$ cat config.mk
export PLATFORM = sky130hd
export DESIGN_NAME = pipeline_ctrl
export DESIGN_NICKNAME = d
export VERILOG_FILES = /design/src/rtl/pipeline_ctrl.sv
export SDC_FILE = /design/constraint.sdc
export NUM_CORES = 1
export LEC_CHECK = 0
export BUFFER_PORTS_ARGS = -buffer_cell sky130_fd_sc_hd__buf_2
export CAP_MARGIN = 20
export CORE_MARGIN = 3
export CORE_UTILIZATION = 46
export DETAILED_ROUTE_END_ITERATION = 12
export GPL_ROUTABILITY_DRIVEN = 0
export PLACE_DENSITY = 0.82
export SYNTH_ARGS = -nofsm -noshare
export SYNTH_HDL_FRONTEND = slang
export SYNTH_SLANG_ARGS = --single-unit
$ cat constraint.sdc
create_clock -name clk -period 3.8 [get_ports clk]
set_input_delay 1.14 -clock clk [delete_from_list [all_inputs] [get_ports clk]]
set_output_delay 1.14 -clock clk [all_outputs]
set_load 0.02 [all_outputs]
$ cat src/rtl/pipeline_ctrl.sv
`default_nettype none
// +----------------------------------------------------------------------------
// | Module   : pipeline_ctrl
// | Purpose  : Stall/flush sequencer for a 5-stage pipeline. Resolves load-use,
// |            branch-operand, multiply/divide occupancy and data-memory wait
// |            hazards. Drives per-stage enables and bubble controls and keeps
// |            a saturating stall-cycle counter.
// | Options  : define PIPE_MDU_EN to build the multiply/divide occupancy FSM;
// |            without it mdu_start_EXE is ignored and mdu_busy is 0.
// | Revision : 1.0 - initial release
// +----------------------------------------------------------------------------
module pipeline_ctrl #(
   parameter int MDU_LATENCY = 32,
   parameter int STALL_CNT_W = 16
) (
   input  logic                   clk,
   input  logic                   rst,
   input  logic [4:0]             rs_ID,
   input  logic [4:0]             rt_ID,
   input  logic                   use_rs_ID,
   input  logic                   use_rt_ID,
   input  logic                   branch_ID,
   input  logic                   branch_taken_ID,
   input  logic                   reg_write_EXE,
   input  logic                   mem_read_EXE,
   input  logic [4:0]             num_write_EXE,
   input  logic                   mem_read_MEM,
   input  logic [4:0]             num_write_MEM,
   input  logic                   mdu_start_EXE,
   input  logic                   mem_req_MEM,
   input  logic                   mem_ready,
   output logic                   pc_en,
   output logic                   if_id_en,
   output logic                   id_exe_en,
   output logic                   exe_mem_en,
   output logic                   mem_wb_en,
   output logic                   if_id_flush,
   output logic                   id_exe_flush,
   output logic                   exe_mem_flush,
   output logic                   mem_wb_flush,
   output logic                   mdu_busy,
   output logic [STALL_CNT_W-1:0] stall_cycles
);

   // A source only depends on a destination it reads, and $0 never carries data.
   function automatic logic src_match(input logic use_b, input logic [4:0] src,
                                      input logic [4:0] dst);
      return use_b && (src == dst) && (dst != 5'd0);
   endfunction

   logic w_mem_stall;
   logic w_mdu_stall;
   logic w_match_exe;
   logic w_match_mem;
   logic w_load_use;
   logic w_br_stall;

   assign w_mem_stall = mem_req_MEM & ~mem_ready;
   assign w_match_exe = src_match(use_rs_ID, rs_ID, num_write_EXE) |
                        src_match(use_rt_ID, rt_ID, num_write_EXE);
   assign w_match_mem = src_match(use_rs_ID, rs_ID, num_write_MEM) |
                        src_match(use_rt_ID, rt_ID, num_write_MEM);
   assign w_load_use  = mem_read_EXE & w_match_exe;
   // The ID comparator needs its operands now: an ALU result still in EXE or
   // load data still in MEM is not yet forwardable.
   assign w_br_stall  = branch_ID & ((reg_write_EXE & w_match_exe) |
                                     (mem_read_MEM & w_match_mem));

`ifdef PIPE_MDU_EN
   typedef enum logic [0:0] {
      ST_RUN = 1'b0,
      ST_MDU = 1'b1
   } state_t;

   state_t     state_q;
   logic [7:0] count_q;
   logic       w_mdu_enter;

   // The first occupancy cycle is the RUN cycle itself, so the counter only
   // covers the remaining MDU_LATENCY-2 stalled cycles before the exit cycle.
   assign w_mdu_enter = (state_q == ST_RUN) && mdu_start_EXE &&
                        (MDU_LATENCY > 1) && !w_mem_stall;
   assign w_mdu_stall = w_mdu_enter || ((state_q == ST_MDU) && (count_q != 8'd0));

   // Multiply/divide occupancy sequencer; memory freezes pause the countdown.
   always_ff @(posedge clk or posedge rst) begin
      if (rst) begin
         state_q <= ST_RUN;
         count_q <= 8'd0;
      end else begin
         case (state_q)
            ST_RUN: begin
               if (w_mdu_enter) begin
                  state_q <= ST_MDU;
                  count_q <= 8'(MDU_LATENCY - 2);
               end
            end
            ST_MDU: begin
               if (count_q == 8'd0) begin
                  state_q <= ST_RUN;
               end else if (!w_mem_stall) begin
                  count_q <= count_q - 8'd1;
               end
            end
            default: begin
               state_q <= ST_RUN;
               count_q <= 8'd0;
            end
         endcase
      end
   end
`else
   logic w_unused_mdu;

   assign w_mdu_stall  = 1'b0;
   assign w_unused_mdu = &{1'b0, mdu_start_EXE, (MDU_LATENCY != 0)};
`endif

   assign mdu_busy = w_mdu_stall;

   // Only the highest-priority active stall cause shapes the stage controls.
   always_comb begin
      pc_en         = 1'b1;
      if_id_en      = 1'b1;
      id_exe_en     = 1'b1;
      exe_mem_en    = 1'b1;
      mem_wb_en     = 1'b1;
      if_id_flush   = 1'b0;
      id_exe_flush  = 1'b0;
      exe_mem_flush = 1'b0;
      mem_wb_flush  = 1'b0;
      if (w_mem_stall) begin
         pc_en        = 1'b0;
         if_id_en     = 1'b0;
         id_exe_en    = 1'b0;
         exe_mem_en   = 1'b0;
         mem_wb_flush = 1'b1;
      end else if (w_mdu_stall) begin
         pc_en         = 1'b0;
         if_id_en      = 1'b0;
         id_exe_en     = 1'b0;
         exe_mem_flush = 1'b1;
      end else if (w_load_use || w_br_stall) begin
         pc_en        = 1'b0;
         if_id_en     = 1'b0;
         id_exe_flush = 1'b1;
      end else if (branch_ID && branch_taken_ID) begin
         if_id_flush = 1'b1;
      end
   end

   logic [STALL_CNT_W-1:0] stall_cnt_q;
   logic [STALL_CNT_W-1:0] stall_cnt_d;

   assign stall_cnt_d  = (!pc_en && (stall_cnt_q != {STALL_CNT_W{1'b1}})) ?
                         stall_cnt_q + 1'b1 : stall_cnt_q;
   assign stall_cycles = stall_cnt_q;

   // Saturating count of frozen-PC cycles.
   always_ff @(posedge clk or posedge rst) begin
      if (rst) begin
         stall_cnt_q <= '0;
      end else begin
         stall_cnt_q <= stall_cnt_d;
      end
   end

endmodule
`default_nettype wire

==> flow_summary_export.csv <==
group,metric,value,unit
status,status,"finished, final reports clean",
detailed_routing,met2_length,1480,um
critical_path,r2r_cells,5,
detailed_routing,first_iter_violations,35,
detailed_routing,drcViolationCount,0,
cells_and_area,nets,210,
clock_tree,insertion_delay,0.29,ns
sta,max_clock_freq,263,MHz
clock_tree,cts_hold_buffers,0,
die,start_util,51.3,%
critical_path,r2r_start,"stall_cycles[3]",
critical_path,r2r_slack,1.45,ns
synthesis,synth_cell_type_count,29,
cells_and_area,drive_above_1_share,42.6,%
cells_and_area,final_cells,204,
critical_path,cp.required,2.66,ns
power,p_leak,0.000732,uW
sta,slew_violations,0,
sta,worstMarginPinSlew,0.744,ns
detailed_routing,drtPass1Iterations,4,
die,ios,58,
synthesis,avgSynthCellArea,9.92,um^2
synthesis,ys_seq_area_share,33.4,%
placement,dp.cells,200,
detailed_routing,wl_per_cell,13.8,um
detailed_routing,num_vias,1092,
grt,grt_start_max_net_pins,17,
run,cap_violations,0,
power,p_per_area,367,mW/mm^2
hold_path,min-delay-start,"stall_cycles[11]",
sta,final.setup_skew,0.00673,ns
grt,grtUsageTotal,18.0,%
synthesis,syn_inst,121,
clock_tree,clock_sinks,16,
clock_tree,tritoncts,"yes",
cells_and_area,n_fill_cell,206,
clock_tree,cts_max_level,1,
detailed_routing,routed-wl-met3,149,um
critical_path,worstSetupPathType,"input port to primary output",
sta,fin_hold_ws,0.501,ns
power,p_total,557,uW
power,ir_drop,0.307,mV
sta,min_period_over_period,99.9,%
critical_path,crit_path_max_fanout,2,
die,dieArea,0.00326,mm^2
clock_tree,postCtsSetupRepairBufs,0,
die,die_w,57.1,um
hold_path,min_path_cells,1,
grt,overflow,0,
cells_and_area,finish.utilization,64.9,%
detailed_routing,route.final.wire_length,2810,um
grt,grt_pass1_wl,4790,um
detailed_routing,viasPerCell,5.35,
detailed_routing,highest_layer,"met4",
critical_path,slowest_delay,0.38,ns
die,rows,17,
clock_tree,cts_buffer_depth,2,
synthesis,ys_seq_elements,16,
clock_tree,cts.root.buffer_cell,"clkbuf_4",
sta,setup_violations,0,
clock_tree,cts_made_buffers,3,
cells_and_area,largest_register_ffs,16,
synthesis,ys.warnings.count,0,
sta,hold_viol,0,
sta,relSlewSlack,50.2,%
grt,grt_pass1_vias,1100,
critical_path,r2r_end,"stall_cycles[1]",
critical_path,startpoint_type,"input port",
cells_and_area,finalInstanceArea,0.00152,mm^2
critical_path,cp.arrival,2.66,ns
hold_path,hold_path_end,"stall_cycles[11]",
synthesis,syn_area,0.00120,mm^2
critical_path,cp_cell_sequence,"buf_2 -> or3_1 -> o311a_1 -> a221o_1 -> clkinvlp_4 -> and3_2 -> buf_6",
die,die_y,57.1,um
cells_and_area,num_antenna_cells,0,
sta,final.min_clock_period,3.80,ns
cells_and_area,area_growth,26.5,%
synthesis,ys_top_cells_by_area,"dfrtp_1 (33%), xnor2_1 (24%), nand3_2 (6.7%)",
critical_path,cpMaxStageDelayCell,"or3_1",
synthesis,synth_top_area_cell,"dfrtp_1",
detailed_routing,drt-met1-wl,1140,um
placement,place_hpwl,2290,um
sta,rsz0062_at_grt,"true",
critical_path,crit_path_end_kind,"primary output",
hold_path,hold_path.class,"register to register",
placement,placed_area,0.00147,mm^2
synthesis,synth_top_cell_area_share,33.4,%
die,fp.coreArea,0.00234,mm^2
detailed_routing,antenna_left,0,
placement,port_buffers,53,
grt,antenna_found_initial,0,
clock_tree,path_clk_slew,0.10,ns
[how the worst max path moves through the flow]
stage	startpoint	end	slack [ns]	depth (start not counted)
finish	num_write_MEM[0]	if_id_flush	0.005	7
detailed placement	num_write_MEM[0]	if_id_flush	-0.05	7
global route	num_write_MEM[0]	if_id_flush	-0.04	7
CTS	num_write_MEM[0]	if_id_flush	0.004	7
global placement	num_write_MEM[0]	if_id_flush	-0.03	7
floorplan	num_write_MEM[0]	if_id_flush	0.03	6
[placed cells by master, fill, tap and decap left out, drive strengths merged, types with 3 or more instances in the layout]
cell type / netlist / final
and4: 3 / 3
nand2: 6 / 6
a21oi: 3 / 3
and3: 12 / 12
nand4: 9 / 9
inv: 4 / 3
buf: 8 / 58
xnor2: 33 / 33
clkbuf: 0 / 4
nand3: 10 / 10
conb: 2 / 3
dfrtp: 16 / 16
[worst max-delay path: cells and delay by family]
family / cells / cell delay (ns)
AO/OA/AOI/OAI: 2 / 0.66
buffers and inverters: 3 / 0.29
AND/OR/NAND/NOR: 2 / 0.56
[kinds of logic (layout without fill, tap and decap cells)]
family                     Yosys count  after routing  synth area share [%]
other                                2              3                 0.626
AOI/OAI and AO/OA                    9              9                  6.26
xor gates and xnor gates            33             33                  24.1
and+or+nand+nor                     46             46                  25.3
muxes                                2              2                  1.88
buffers and inverters               12             66                  7.40
DFF                                 16             16                  33.4
adders and majority gates            1              1                  1.04
[layout make-up]
cell class	count	area (um^2)	share of cell area [%]
Multi-Input combinational cell	94	716	47.2
Inverter	4	18.8	1.24
Timing Repair Buffer	58	312	20.5
Sequential cell	16	400	26.4
Clock buffer	4	36.3	2.39
Tap cell	28	35.0	2.31
[synth_stat cells]
library cell	count
inv_1	4
nand3_2	8
xnor2_1	33
conb_1	2
a21oi_1	2
nand2b_1	1
dfrtp_1	16
a41oi_2	1
and3_1	12
a22oi_1	1
mux2_1	2
and2_1	1
o311a_1	1
or3_1	1
a221o_1	1
nand2_2	1
buf_12	1
a21oi_2	1
nand2_1	5
buf_2	1
nor3_1	1
and4_1	3
ha_1	1
nand4_1	9
buf_6	1
o22ai_1	2
nor2_1	2
buf_4	5
nand3_1	2
[timing repair]
action / in CTS / in global routing
endpoints found under the setup margin: 1 / 2
pin swaps: 1 / 0
resized for setup: 2 / 1
[routing by layer]
layer,track usage [%],vias up
met5,0,-
met4,4.97,0
met3,3.62,4
met2,32.0,36
met1,22.1,523
li1,-,529
[report_power, final]
part	switching [uW]	internal [uW]	total, uW
clock network	55.2	58.4	114
logic	116	90.0	206
registers	36.7	201	237
[stage by stage]
stage	TNS [ns]	worst slack, ns
global placement	-0.0266	-0.0266
floorplan	0	0.0350
finish	0	0.00473
CTS	0	0.00356
detailed placement	-0.0472	-0.0472
global route	-0.0411	-0.0411
No activity file was read; power rests on OpenSTA's default activity.
